## src/rtl/uart_tx_arbiter_if.sv

```systemverilog
// Requester and transmit-engine bundle for the shared UART transmit arbiter.
// The master side is the arbiter; the slave side is requesters plus engine.
interface uart_tx_arbiter_if;
    logic [3:0]  req;
    logic [31:0] req_data;
    logic [3:0]  req_last;
    logic [3:0]  ack;
    logic        tx_rdy;
    logic        tx_write;
    logic [7:0]  tx_data;
    logic        grant_valid;
    logic [1:0]  grant_id;
    logic        busy;
    logic        hold_timeout;

    modport master (
        input  req, req_data, req_last, tx_rdy,
        output ack, tx_write, tx_data,
        output grant_valid, grant_id, busy, hold_timeout
    );

    modport slave (
        output req, req_data, req_last, tx_rdy,
        input  ack, tx_write, tx_data,
        input  grant_valid, grant_id, busy, hold_timeout
    );
endinterface

```

## src/rtl/uart_tx_arbiter.sv

```systemverilog
// Round-robin arbiter with packet lock sharing one UART transmit engine.
// A grant is held until the owner's last byte or a HOLD_MAX stall.
module uart_tx_arbiter #(
    parameter int NREQ     = 4,
    parameter int HOLD_MAX = 255
) (
    input  logic              clk,
    input  logic              rstsb,
    uart_tx_arbiter_if.master bus
);
    typedef enum logic [1:0] {
        IDLE,
        SEND,
        WAIT_BUSY,
        WAIT_DONE
    } state_t;

    localparam logic [7:0] HOLD_END = 8'(HOLD_MAX - 1);

    state_t     state;
    logic [1:0] rr_ptr;
    logic [7:0] hold_cnt;
    logic       last;
    logic [1:0] winner;
    logic [1:0] idx;
    logic       found;
    logic       cur_req;
    logic       cur_last;
    logic [7:0] cur_data;

    // First requester at or after rr_ptr, wrapping modulo 4
    always_comb begin
        winner = rr_ptr;
        found  = 1'b0;
        idx    = '0;
        for (int i = 0; i < NREQ; i++) begin
            idx = rr_ptr + 2'(i);
            if (!found && bus.req[idx]) begin
                winner = idx;
                found  = 1'b1;
            end
        end
    end

    assign cur_req  = bus.req[bus.grant_id];
    assign cur_last = bus.req_last[bus.grant_id];
    assign cur_data = bus.req_data[{bus.grant_id, 3'b000} +: 8];

    always_ff @(posedge clk or negedge rstsb) begin
        if (!rstsb) begin
            state            <= IDLE;
            rr_ptr           <= '0;
            hold_cnt         <= '0;
            last             <= 1'b0;
            bus.ack          <= '0;
            bus.tx_write     <= 1'b0;
            bus.tx_data      <= '0;
            bus.grant_valid  <= 1'b0;
            bus.grant_id     <= '0;
            bus.busy         <= 1'b0;
            bus.hold_timeout <= 1'b0;
        end else begin
            bus.ack          <= '0;
            bus.tx_write     <= 1'b0;
            bus.hold_timeout <= 1'b0;
            unique case (state)
                IDLE: begin
                    if (|bus.req) begin
                        bus.grant_id    <= winner;
                        bus.grant_valid <= 1'b1;
                        bus.busy        <= 1'b1;
                        hold_cnt        <= '0;
                        state           <= SEND;
                    end
                end
                SEND: begin
                    if (bus.tx_rdy) begin
                        if (cur_req) begin
                            bus.tx_write <= 1'b1;
                            bus.tx_data  <= cur_data;
                            bus.ack      <= 4'b0001 << bus.grant_id;
                            last         <= cur_last;
                            hold_cnt     <= '0;
                            state        <= WAIT_BUSY;
                        end else if (hold_cnt == HOLD_END) begin
                            bus.hold_timeout <= 1'b1;
                            bus.grant_valid  <= 1'b0;
                            bus.busy         <= 1'b0;
                            rr_ptr           <= bus.grant_id + 2'd1;
                            hold_cnt         <= '0;
                            state            <= IDLE;
                        end else begin
                            hold_cnt <= hold_cnt + 8'd1;
                        end
                    end
                end
                WAIT_BUSY: begin
                    if (!bus.tx_rdy) begin
                        state <= WAIT_DONE;
                    end
                end
                WAIT_DONE: begin
                    if (bus.tx_rdy) begin
                        if (last) begin
                            bus.grant_valid <= 1'b0;
                            bus.busy        <= 1'b0;
                            rr_ptr          <= bus.grant_id + 2'd1;
                            state           <= IDLE;
                        end else begin
                            state <= SEND;
                        end
                    end
                end
                default: state <= IDLE;
            endcase
        end
    end
endmodule

```

## src/flat_wrapper.sv

```systemverilog
// flat-port wrapper written by rule: the top's interface ports become plain ports
module uart_tx_arbiter_flat 
#(
    parameter int NREQ     = 4,
    parameter int HOLD_MAX = 255
)
  (clk, rstsb, bus_req, bus_req_data, bus_req_last, bus_tx_rdy, bus_ack, bus_tx_write, bus_tx_data, bus_grant_valid, bus_grant_id, bus_busy, bus_hold_timeout);
  uart_tx_arbiter_if bus_i ();
  input  logic clk;
  input  logic rstsb;
  input wire logic [$bits(bus_i.req)-1:0] bus_req;
  input wire logic [$bits(bus_i.req_data)-1:0] bus_req_data;
  input wire logic [$bits(bus_i.req_last)-1:0] bus_req_last;
  input wire logic [$bits(bus_i.tx_rdy)-1:0] bus_tx_rdy;
  output wire logic [$bits(bus_i.ack)-1:0] bus_ack;
  output wire logic [$bits(bus_i.tx_write)-1:0] bus_tx_write;
  output wire logic [$bits(bus_i.tx_data)-1:0] bus_tx_data;
  output wire logic [$bits(bus_i.grant_valid)-1:0] bus_grant_valid;
  output wire logic [$bits(bus_i.grant_id)-1:0] bus_grant_id;
  output wire logic [$bits(bus_i.busy)-1:0] bus_busy;
  output wire logic [$bits(bus_i.hold_timeout)-1:0] bus_hold_timeout;
  assign bus_i.req = bus_req;
  assign bus_i.req_data = bus_req_data;
  assign bus_i.req_last = bus_req_last;
  assign bus_i.tx_rdy = bus_tx_rdy;
  assign bus_ack = bus_i.ack;
  assign bus_tx_write = bus_i.tx_write;
  assign bus_tx_data = bus_i.tx_data;
  assign bus_grant_valid = bus_i.grant_valid;
  assign bus_grant_id = bus_i.grant_id;
  assign bus_busy = bus_i.busy;
  assign bus_hold_timeout = bus_i.hold_timeout;
  uart_tx_arbiter #(.NREQ(NREQ), .HOLD_MAX(HOLD_MAX)) u_core (.clk(clk), .rstsb(rstsb), .bus(bus_i));
endmodule
```

## config.mk

```make
export PLATFORM = sky130hd
export DESIGN_NAME = uart_tx_arbiter_flat
export DESIGN_NICKNAME = d
export VERILOG_FILES = /design/src/rtl/uart_tx_arbiter_if.sv /design/src/rtl/uart_tx_arbiter.sv /design/src/flat_wrapper.sv
export SDC_FILE = /design/constraint.sdc
export NUM_CORES = 1
export LEC_CHECK = 0
export ABC_CLOCK_PERIOD_IN_PS = 3700
export BUFFER_PORTS_ARGS = -buffer_cell sky130_fd_sc_hd__buf_2
export CAP_MARGIN = 20
export CORE_MARGIN = 4
export CORE_UTILIZATION = 53
export CTS_CLUSTER_SIZE = 14
export DETAILED_ROUTE_END_ITERATION = 7
export PLACE_DENSITY = 0.84
export SLEW_MARGIN = 25
export SYNTH_ARGS = -nofsm -noshare
export SYNTH_HDL_FRONTEND = slang
export SYNTH_SLANG_ARGS = --single-unit
```

## constraint.sdc

```tcl
create_clock -name clk -period 3.7 [get_ports clk]
set_clock_uncertainty 0.1 [all_clocks]
set_input_delay 0.37 -clock clk [delete_from_list [all_inputs] [get_ports clk]]
set_output_delay 0.37 -clock clk [all_outputs]
set_load 0.02 [all_outputs]
```

Yosys cells after proc, flatten, opt, wreduce, memory -nomap -nowiden. Cells that the tools add are included.

Bits in registers: 30. Output and inout bits: 18.

$add $sub $neg: 5. Magnitude comparators: 5. Equal/unequal tests: 12. Shift-type cells: 2. Muxes and demuxes: 54. Reduce and logical (&&, ||, !) cells: 17.

Operators by type and width (number): two-way mux 8 bit (4); variable part select 32 x 6 -> 8 bit (1); two-way mux 2 bit (14); two-way mux 1 bit (23); case mux 8 bit (2 select lines) (1); < comparator 2 x 3 -> 1 bit (second input constant) (5); binary-select mux 1 bit (select 2 bit) (6); two-way mux 4 bit (3); adder 8 x 1 -> 8 bit (second input constant) (1); == test 8 bit (second input constant) (1); inequality test 2 bit (second input constant) (4); case mux 2 bit (4 select lines) (1); AND reduction 7 bit (1); inequality test 2 x 1 -> 1 bit (second input constant) (3); AND reduction 3 bit (2); AND reduction 6 bit (1); AND reduction 5 bit (1); adder 2 x 1 -> 2 bit (second input constant) (2); adder 2 bit (second input constant) (2); == test 2 bit (second input constant) (2); case mux 2 bit (2 select lines) (1); nonzero test 2 bit (2); OR reduction 4 bit (1); left shift 1 x 2 -> 4 bit (first input constant) (1); other kinds (8) (12).

Longest topological paths before layout. Gate-level depths: netlist of run 1.

Word-level depth: 12. Gate-level depth with buffers: 6. Depth with buffers taken out: 6.

Least setup slack after synthesis of run 1. OpenSTA, ideal clock, no wires.

Kind: register -> register. From: register u_core.bus.grant_id[0]. To: register u_core.rr_ptr[1]. Library setup time: 0.125 ns. Arrival time: 1.799 ns. Required time: 3.475 ns. Setup slack: 1.676 ns. Cell stages (with the launch flop): 5. Buffers on the path: 0. Period minus slack after synthesis: 2.024 ns. Cell sequence: dfrtp_1 > mux4_2 > and3b_1 > o21ai_2 > mux2_4.

Cells in the longest elaborated chain, start to end: 5.

Ends and longest elaborated chain: from (decl) (RTL line uart_tx_arbiter_if.sv:19) `output grant_valid, grant_id, busy, hold_timeout`; from (signal assigned) (RTL line uart_tx_arbiter.sv:69) `bus.grant_id <= winner;`; adder 2 x 1 -> 2 bit (RTL line uart_tx_arbiter.sv:89, uart_tx_arbiter.sv:107); two-way mux 2 bit (RTL line uart_tx_arbiter.sv:85) `end else if (hold_cnt == HOLD_END) begin`; two-way mux 2 bit (RTL line uart_tx_arbiter.sv:78) `if (cur_req) begin`; two-way mux 2 bit (RTL line uart_tx_arbiter.sv:77) `if (bus.tx_rdy) begin`; case mux 2 bit (2 select lines) (RTL line uart_tx_arbiter.sv:66) `unique case (state)`; to (signal assigned) (RTL line uart_tx_arbiter.sv:89) `rr_ptr <= bus.grant_id + 2'd1;`; to (signal assigned) (RTL line uart_tx_arbiter.sv:107) `rr_ptr <= bus.grant_id + 2'd1;`; to (decl) (RTL line uart_tx_arbiter.sv:21) `logic [1:0] rr_ptr;`.

Several ways; a longest one is shown, not always the timed one. The select of a mux whose other input is x is not followed. A chain may end at the register's enable or synchronous reset.

Worst setup path after layout of run 1. Same ends and word-level chain as after synthesis.

==> results.txt, run 1 <==
Final Cell Area: 2170 sq um
Status: completed
GPL Wtd Cong: 0.847
Clock slew seen by the registers of the worst setup and hold paths: 0.10 ns
Capture point of the worst reg-to-reg path: u_core.rr_ptr[1]$_DFFE_PN0P_
Clock power frac: 15.8%
CP Class: reg -> reg
Grt ovf: 0
Pwr/cell area: 741 nW/um^2
Fin nets: 256
Commonest cells after routing, fill and taps aside: 60 x buf_2, 30 x dfrtp_1, 10 x mux4_2, 10 x nor2_1
Tcrit/Tclk final: 58.0%
Register area: 751 sq um
Worst Hold End: u_core.state[0]$_DFFE_PN0P_
CTS tree: done
Final Hold Fails: 0
Synth Register Bits: 30
CTS resizes: 0
Final setup violation count: 0
Mapped Area: 1750 sq um
Worst VDD drop: 541 uV
Crit path from: u_core.bus.grant_id[0]$_DFFE_PN0P_
Port Buf Inserts: 60
Fin crit period: 2.14 ns
Cells after Synth: 144
Post-synth EDFFs: 0
Worst reg-to-reg setup slack: 1.56 ns
Measured slew at the worst slew-check pin: 0.649 ns
R2R depth: 5
CTS buffer count: 5
Post-synthesis sequential area ratio: 42.8%
Clock sinks: 30
HP Class: in -> reg
Total GRT Usage: 20.8%
Placed Area: 2080 sq um
Row count: 20
Pre-CTS WS: 1.56 ns
Avg WL per Cell: 16.1 microns
Die H: 65.5 microns
Syn avg cell area: 12.2 sq um
Area of the multi-input gates: 936 sq um
Post-CTS Setup Inserts: 0
Fillers: 248
Die area: 4290 sq um
Netlist cell types: 43
Logic pwr share: 50.3%
Routed WL: 4.07 mm
P_sw: 0.630 mW
Crit path arrival time: 2.26 ns
Pleak: 1.11 nW
Critical Path Start Type: flop
DPL Wire Length: 3.05 mm
CTS Root Cell: clkbuf_4
Synthesized Nets: 193
H-tree depth: 2
Max Cap Violations: 0
Reg power frac: 33.9%
Initial DRT Pass Iterations: 4
Power Internal: 0.976 mW
Total power: 1.61 mW
Final setup margin: 1.56 ns
Number of routed nets with antenna violations: 0
Top_reg_cell synth: dfrtp_1
Final TNS setup: 0 ns
Vias: 1385
Final Util: 69.8%
Area grow syn2layout: 23.6%
Synth Warn #: 0
Largest net degree at the start of global routing: 31
Core area: 3100 sq um
DRC: 0
R2R Path Start: u_core.bus.grant_id[0]$_DFFE_PN0P_
Die width: 65.5 microns
Clk_lat worst skew: 0.32 ns
Initial antenna violation count: 0
I/O pin count: 61
Pins over their slew limit: 0
RSZ-0062 raised after global routing: false
N_diodes: 0
Vias/cell: 5.50
Data required, critical path: 3.82 ns
Hold Path Origin: bus_tx_rdy
Share of post-route cells with drive strength above 1: 45.2%
CTS max path bufs: 2
Maximum clock frequency: 0.466 GHz
Hold Path Stages: 2
Most common cell after layout, fill and taps aside: buf_2
Worst Path Max Fanout: 15
Switching part of the total power: 39.2%
Initial Utilization: 56.5%
First-pass GRT wire length: 6.66 mm
Rel. slew slack: 56.7%
Crit end category: flop
Ys async rst share: 100%
Initial DRC Count: 66
Vias in the first global route: 1431
cell families (layout without fill, tap and decap cells):
| group | after synthesis | in the layout | share of synthesized area (%) |
|---|---|---|---|
| mux | 24 | 24 | 23.3 |
| flops | 30 | 30 | 42.8 |
| fa+ha+maj | 6 | 6 | 4.28 |
| buf+inv | 14 | 78 | 3.78 |
| compound gates | 31 | 31 | 13.3 |
| simple gates | 39 | 39 | 12.4 |
per-layer routing:
layer / vias to the layer above / global-route usage (%) / part of all wire [%]
met2: 58 / 36.0 / 51
met1: 653 / 24.7 / 40
li1: 668 / - / -
met3: 6 / 7.01 / 8.3
met5: - / 0 / 0
met4: 0 / 5.70 / 1.3
repair_timing:
action	in CTS	in global routing
hold buffers	1	0
endpoints found under the setup margin	0	0
hold endpoints to repair	30	0
synthesized netlist by cell type (2+ instances only):
| cell | n | area, sq um |
|---|---|---|
| a211o_1 | 2 | 17.5 |
| a21o_1 | 4 | 30.0 |
| a21oi_1 | 7 | 35.0 |
| a22o_1 | 4 | 35.0 |
| and3_1 | 6 | 37.5 |
| buf_2 | 2 | 10.0 |
| clkbuf_1 | 2 | 7.51 |
| dfrtp_1 | 30 | 751 |
| ha_1 | 6 | 75.1 |
| inv_1 | 8 | 30.0 |
| mux2_1 | 2 | 22.5 |
| mux2_4 | 8 | 120 |
| mux2i_1 | 3 | 30.0 |
| mux4_2 | 10 | 225 |
| nand2_1 | 6 | 22.5 |
| nand3_1 | 3 | 15.0 |
| nor2_1 | 10 | 37.5 |
| nor2b_1 | 3 | 18.8 |
| nor3_1 | 2 | 10.0 |
| o21ai_0 | 3 | 15.0 |
final cells by class:
type                            instances  area share, %
Clock buffer                            5           1.73
Clock inverter                          3           1.85
Inverter                                8           1.39
Multi-Input combinational cell        100           43.2
Sequential cell                        30           34.6
Tap cell                               44           2.54
Timing Repair Buffer                   62           14.7
worst max-delay path, cell delays in order, from the launching register on:
cell and delay, ns:
dfrtp_1 0.33, buf_4 0.25, mux4_2 0.64, and3b_1 0.29, o21ai_2 0.11, mux2_4 0.31
worst max path at each step:
| stage | end | cells after the start |
|---|---|---|
| after floorplan | u_core.rr_ptr[1]$_DFFE_PN0P_ | 4 |
| after global placement | u_core.rr_ptr[1]$_DFFE_PN0P_ | 5 |
| after detailed placement | u_core.rr_ptr[1]$_DFFE_PN0P_ | 5 |
| after CTS | u_core.rr_ptr[1]$_DFFE_PN0P_ | 5 |
| after global routing | u_core.rr_ptr[1]$_DFFE_PN0P_ | 5 |
| final | u_core.rr_ptr[1]$_DFFE_PN0P_ | 5 |
through the flow:
step | hold WS (ns) | instances
floorplan | -0.0256 | 144
global placement | 0.325 | 243
detailed placement | 0.336 | 243
CTS | 0.147 | 252
global route | 0.139 | 252
finish | 0.159 | 252
state kept, by name, summed over array words and instances (netlist names), 2 cells and up, named ones only:
register / flops
u_core.bus.grant_id: 2
u_core.hold_cnt: 8
u_core.bus.tx_data: 8
u_core.bus.ack: 4
u_core.rr_ptr: 2
power groups by stage:
stage / combinational (mW) / sequential [mW] / clock, mW
after floorplan: 0.538 / 0.617 / 0
after global placement: 0.783 / 0.540 / 0
after detailed placement: 0.806 / 0.550 / 0
after CTS: 0.814 / 0.543 / 0.262
after global routing: 0.883 / 0.565 / 0.282
final: 0.808 / 0.545 / 0.253
Note: power is estimated with default switching activity, not from simulation.
==> run 2: changes to the inputs <==
--- a/config.mk
+++ b/config.mk
@@ -5,14 +5,14 @@
 export SDC_FILE = /design/constraint.sdc
 export NUM_CORES = 1
 export LEC_CHECK = 0
-export ABC_CLOCK_PERIOD_IN_PS = 3700
+export ABC_CLOCK_PERIOD_IN_PS = 2200
 export BUFFER_PORTS_ARGS = -buffer_cell sky130_fd_sc_hd__buf_2
 export CAP_MARGIN = 20
 export CORE_MARGIN = 4
-export CORE_UTILIZATION = 53
+export CORE_UTILIZATION = 50
 export CTS_CLUSTER_SIZE = 14
 export DETAILED_ROUTE_END_ITERATION = 7
-export PLACE_DENSITY = 0.84
+export PLACE_DENSITY = 0.8
 export SLEW_MARGIN = 25
 export SYNTH_ARGS = -nofsm -noshare
 export SYNTH_HDL_FRONTEND = slang
==> constraint.sdc (replaced) <==
create_clock -name clk -period 2.2 [get_ports clk]
set_clock_uncertainty 0.1 [all_clocks]
set_input_delay 0.22 -clock clk [delete_from_list [all_inputs] [get_ports clk]]
set_output_delay 0.22 -clock clk [all_outputs]
set_load 0.02 [all_outputs]
==> run 2 against run 1 <==
Effect of this change:
- clock-buffer cell count rose by 1
- power up 63%
- utilization shrank 5.6 points
- clock power is 26% higher
- via count increased by 2.9%
- worst hold slack better by 0.046 ns
- critical endpoint unchanged
==> results.txt, run 2 (synthesized netlist as in run 1, its figures left out) <==
Die area: 4520 sq um
CP Depth: 4
CTS max path bufs: 2
Logic pwr share: 53.7%
Crit end category: flop
Measured slew at the worst slew-check pin: 0.652 ns
Tcrit/Tclk final: 86.9%
Final setup violation count: 0
R2R depth: 4
Largest net degree at the start of global routing: 31
Core area: 3360 sq um
Max incr delay on CP: 0.61 ns
Initial DRC Count: 80
Area grow syn2layout: 23.3%
Number of routed nets with antenna violations: 0
Switching part of the total power: 40.4%
P_sw: 1.06 mW
Vias/cell: 5.61
CTS resizes: 0
Total GRT Usage: 21.3%
CP bufs+invs: 0
Hold_ws: 0.205 ns
HP Class: in -> reg
Final Hold Fails: 0
Fillers: 305
Port Buf Inserts: 60
First-pass GRT wire length: 6.93 mm
Hold-fix buffers at CTS: 2
Regs by FF count: u_core.bus.tx_data: 8 flops, u_core.hold_cnt: 8 flops, u_core.bus.ack: 4 flops
RSZ-0062 raised after global routing: false
Initial antenna violation count: 0
CTS Root Cell: clkbuf_4
Rel. slew slack: 56.5%
Initial Utilization: 52.1%
Commonest cells after routing, fill and taps aside: 60 x buf_2, 30 x dfrtp_1, 10 x mux4_2, 10 x nor2_1
CP Class: reg -> reg
CTS tree: done
Vias in the first global route: 1507
Routed WL: 4.11 mm
Pwr/cell area: 1210 nW/um^2
Vias: 1425
CTS buffer count: 5
Worst Path Max Fanout: 9
Crit path from: u_core.bus.grant_id[0]$_DFFE_PN0P_
Critical Path Slowest Stage Cell: mux4_2
Data required, critical path: 2.31 ns
H-tree depth: 2
Worst VDD drop: 813 uV
Critical Path Start Type: flop
Post-CTS Setup Inserts: 0
Fin nets: 258
Critical path cell sequence: mux4_2 -> and3b_1 -> o21ai_2 -> mux2_4
CP Capture Point: u_core.rr_ptr[1]$_DFFE_PN0P_
Final setup margin: 0.289 ns
DPL Wire Length: 3.22 mm
Capture point of the worst reg-to-reg path: u_core.rr_ptr[1]$_DFFE_PN0P_
Pleak: 1.11 nW
Register area: 751 sq um
Max Cap Violations: 0
Status: completed
Clk_lat worst skew: 0.33 ns
Maximum clock frequency: 0.523 GHz
Final TNS setup: 0 ns
Reg power frac: 34.1%
R2R Path Start: u_core.bus.grant_id[0]$_DFFE_PN0P_
Share of post-route cells with drive strength above 1: 44.7%
Die width: 67.2 microns
Pre-CTS WS: 0.312 ns
Grt ovf: 0
Pins over their slew limit: 0
Initial DRT Pass Iterations: 4
Area of the multi-input gates: 936 sq um
Die H: 67.2 microns
Power Internal: 1.56 mW
Clock sinks: 30
Clock power frac: 12.2%
GPL Wtd Cong: 0.823
Placed Area: 2090 sq um
N_diodes: 0
Row count: 21
Top Family by Delay on Critical Path: multiplexers
Crit path arrival time: 2.03 ns
Worst reg-to-reg setup slack: 0.29 ns
I/O pin count: 61
Avg WL per Cell: 16.2 microns
DRC: 0
Most common cell after layout, fill and taps aside: buf_2
Clock slew seen by the registers of the worst setup and hold paths: 0.08 ns
Final Cell Area: 2160 sq um
Fin crit period: 1.91 ns
run 2: per-layer routing:
layer / up-vias / global-route usage [%] / routed length, microns
met3: 7 / 5.49 / 243
met2: 51 / 38.5 / 2230
met1: 702 / 24.1 / 1580
met4: 0 / 7.59 / 57
li1: 665 / - / -
met5: - / 0 / 0
run 2: worst reg2reg max path, cell delays in order (launching register included):
cell and delay [ns]:
dfrtp_1 0.38, mux4_2 0.61, and3b_1 0.30, o21ai_2 0.11
mux2_4 0.31
run 2: stage by stage:
stage	power, mW	util, %	std cells
6_report	2.61	64.2	254
5_1_grt	2.82	64.2	254
4_1_cts	2.64	64.2	254
3_5_place_dp	2.31	62.1	246
3_3_place_gp	2.24	62.1	246
2_1_floorplan	1.94	-	144
run 2: area by class of cell:
cell class | instances | share of cell area (%)
clock buffers | 6 | 2.37
multi-input cells | 100 | 43.3
inverters | 8 | 1.39
flip-flops and latches | 30 | 34.7
well taps | 46 | 2.66
repair buffers | 64 | 15.5
run 2: power by group through the flow:
stage / sequential (mW) / combinational (mW) / clock [mW]
3_5_place_dp: 0.899 / 1.41 / 0
2_1_floorplan: 1.04 / 0.905 / 0
4_1_cts: 0.891 / 1.42 / 0.325
5_1_grt: 0.926 / 1.54 / 0.356
6_report: 0.892 / 1.40 / 0.318
3_3_place_gp: 0.883 / 1.36 / 0
run 2: worst min-delay path by stage:
stage / startpoint / end / cells after the start
4_1_cts: bus_req[3] / u_core.bus.grant_id[1]$_DFFE_PN0P_ / 3
5_1_grt: bus_req[3] / u_core.bus.grant_id[1]$_DFFE_PN0P_ / 3
2_1_floorplan: rstsb / asynchronous set/reset pin / 0
3_5_place_dp: rstsb / u_core.bus.tx_data[7]$_DFFE_PN0P_ / 1
6_report: bus_req[3] / u_core.bus.grant_id[1]$_DFFE_PN0P_ / 3
3_3_place_gp: rstsb / u_core.bus.tx_data[7]$_DFFE_PN0P_ / 1
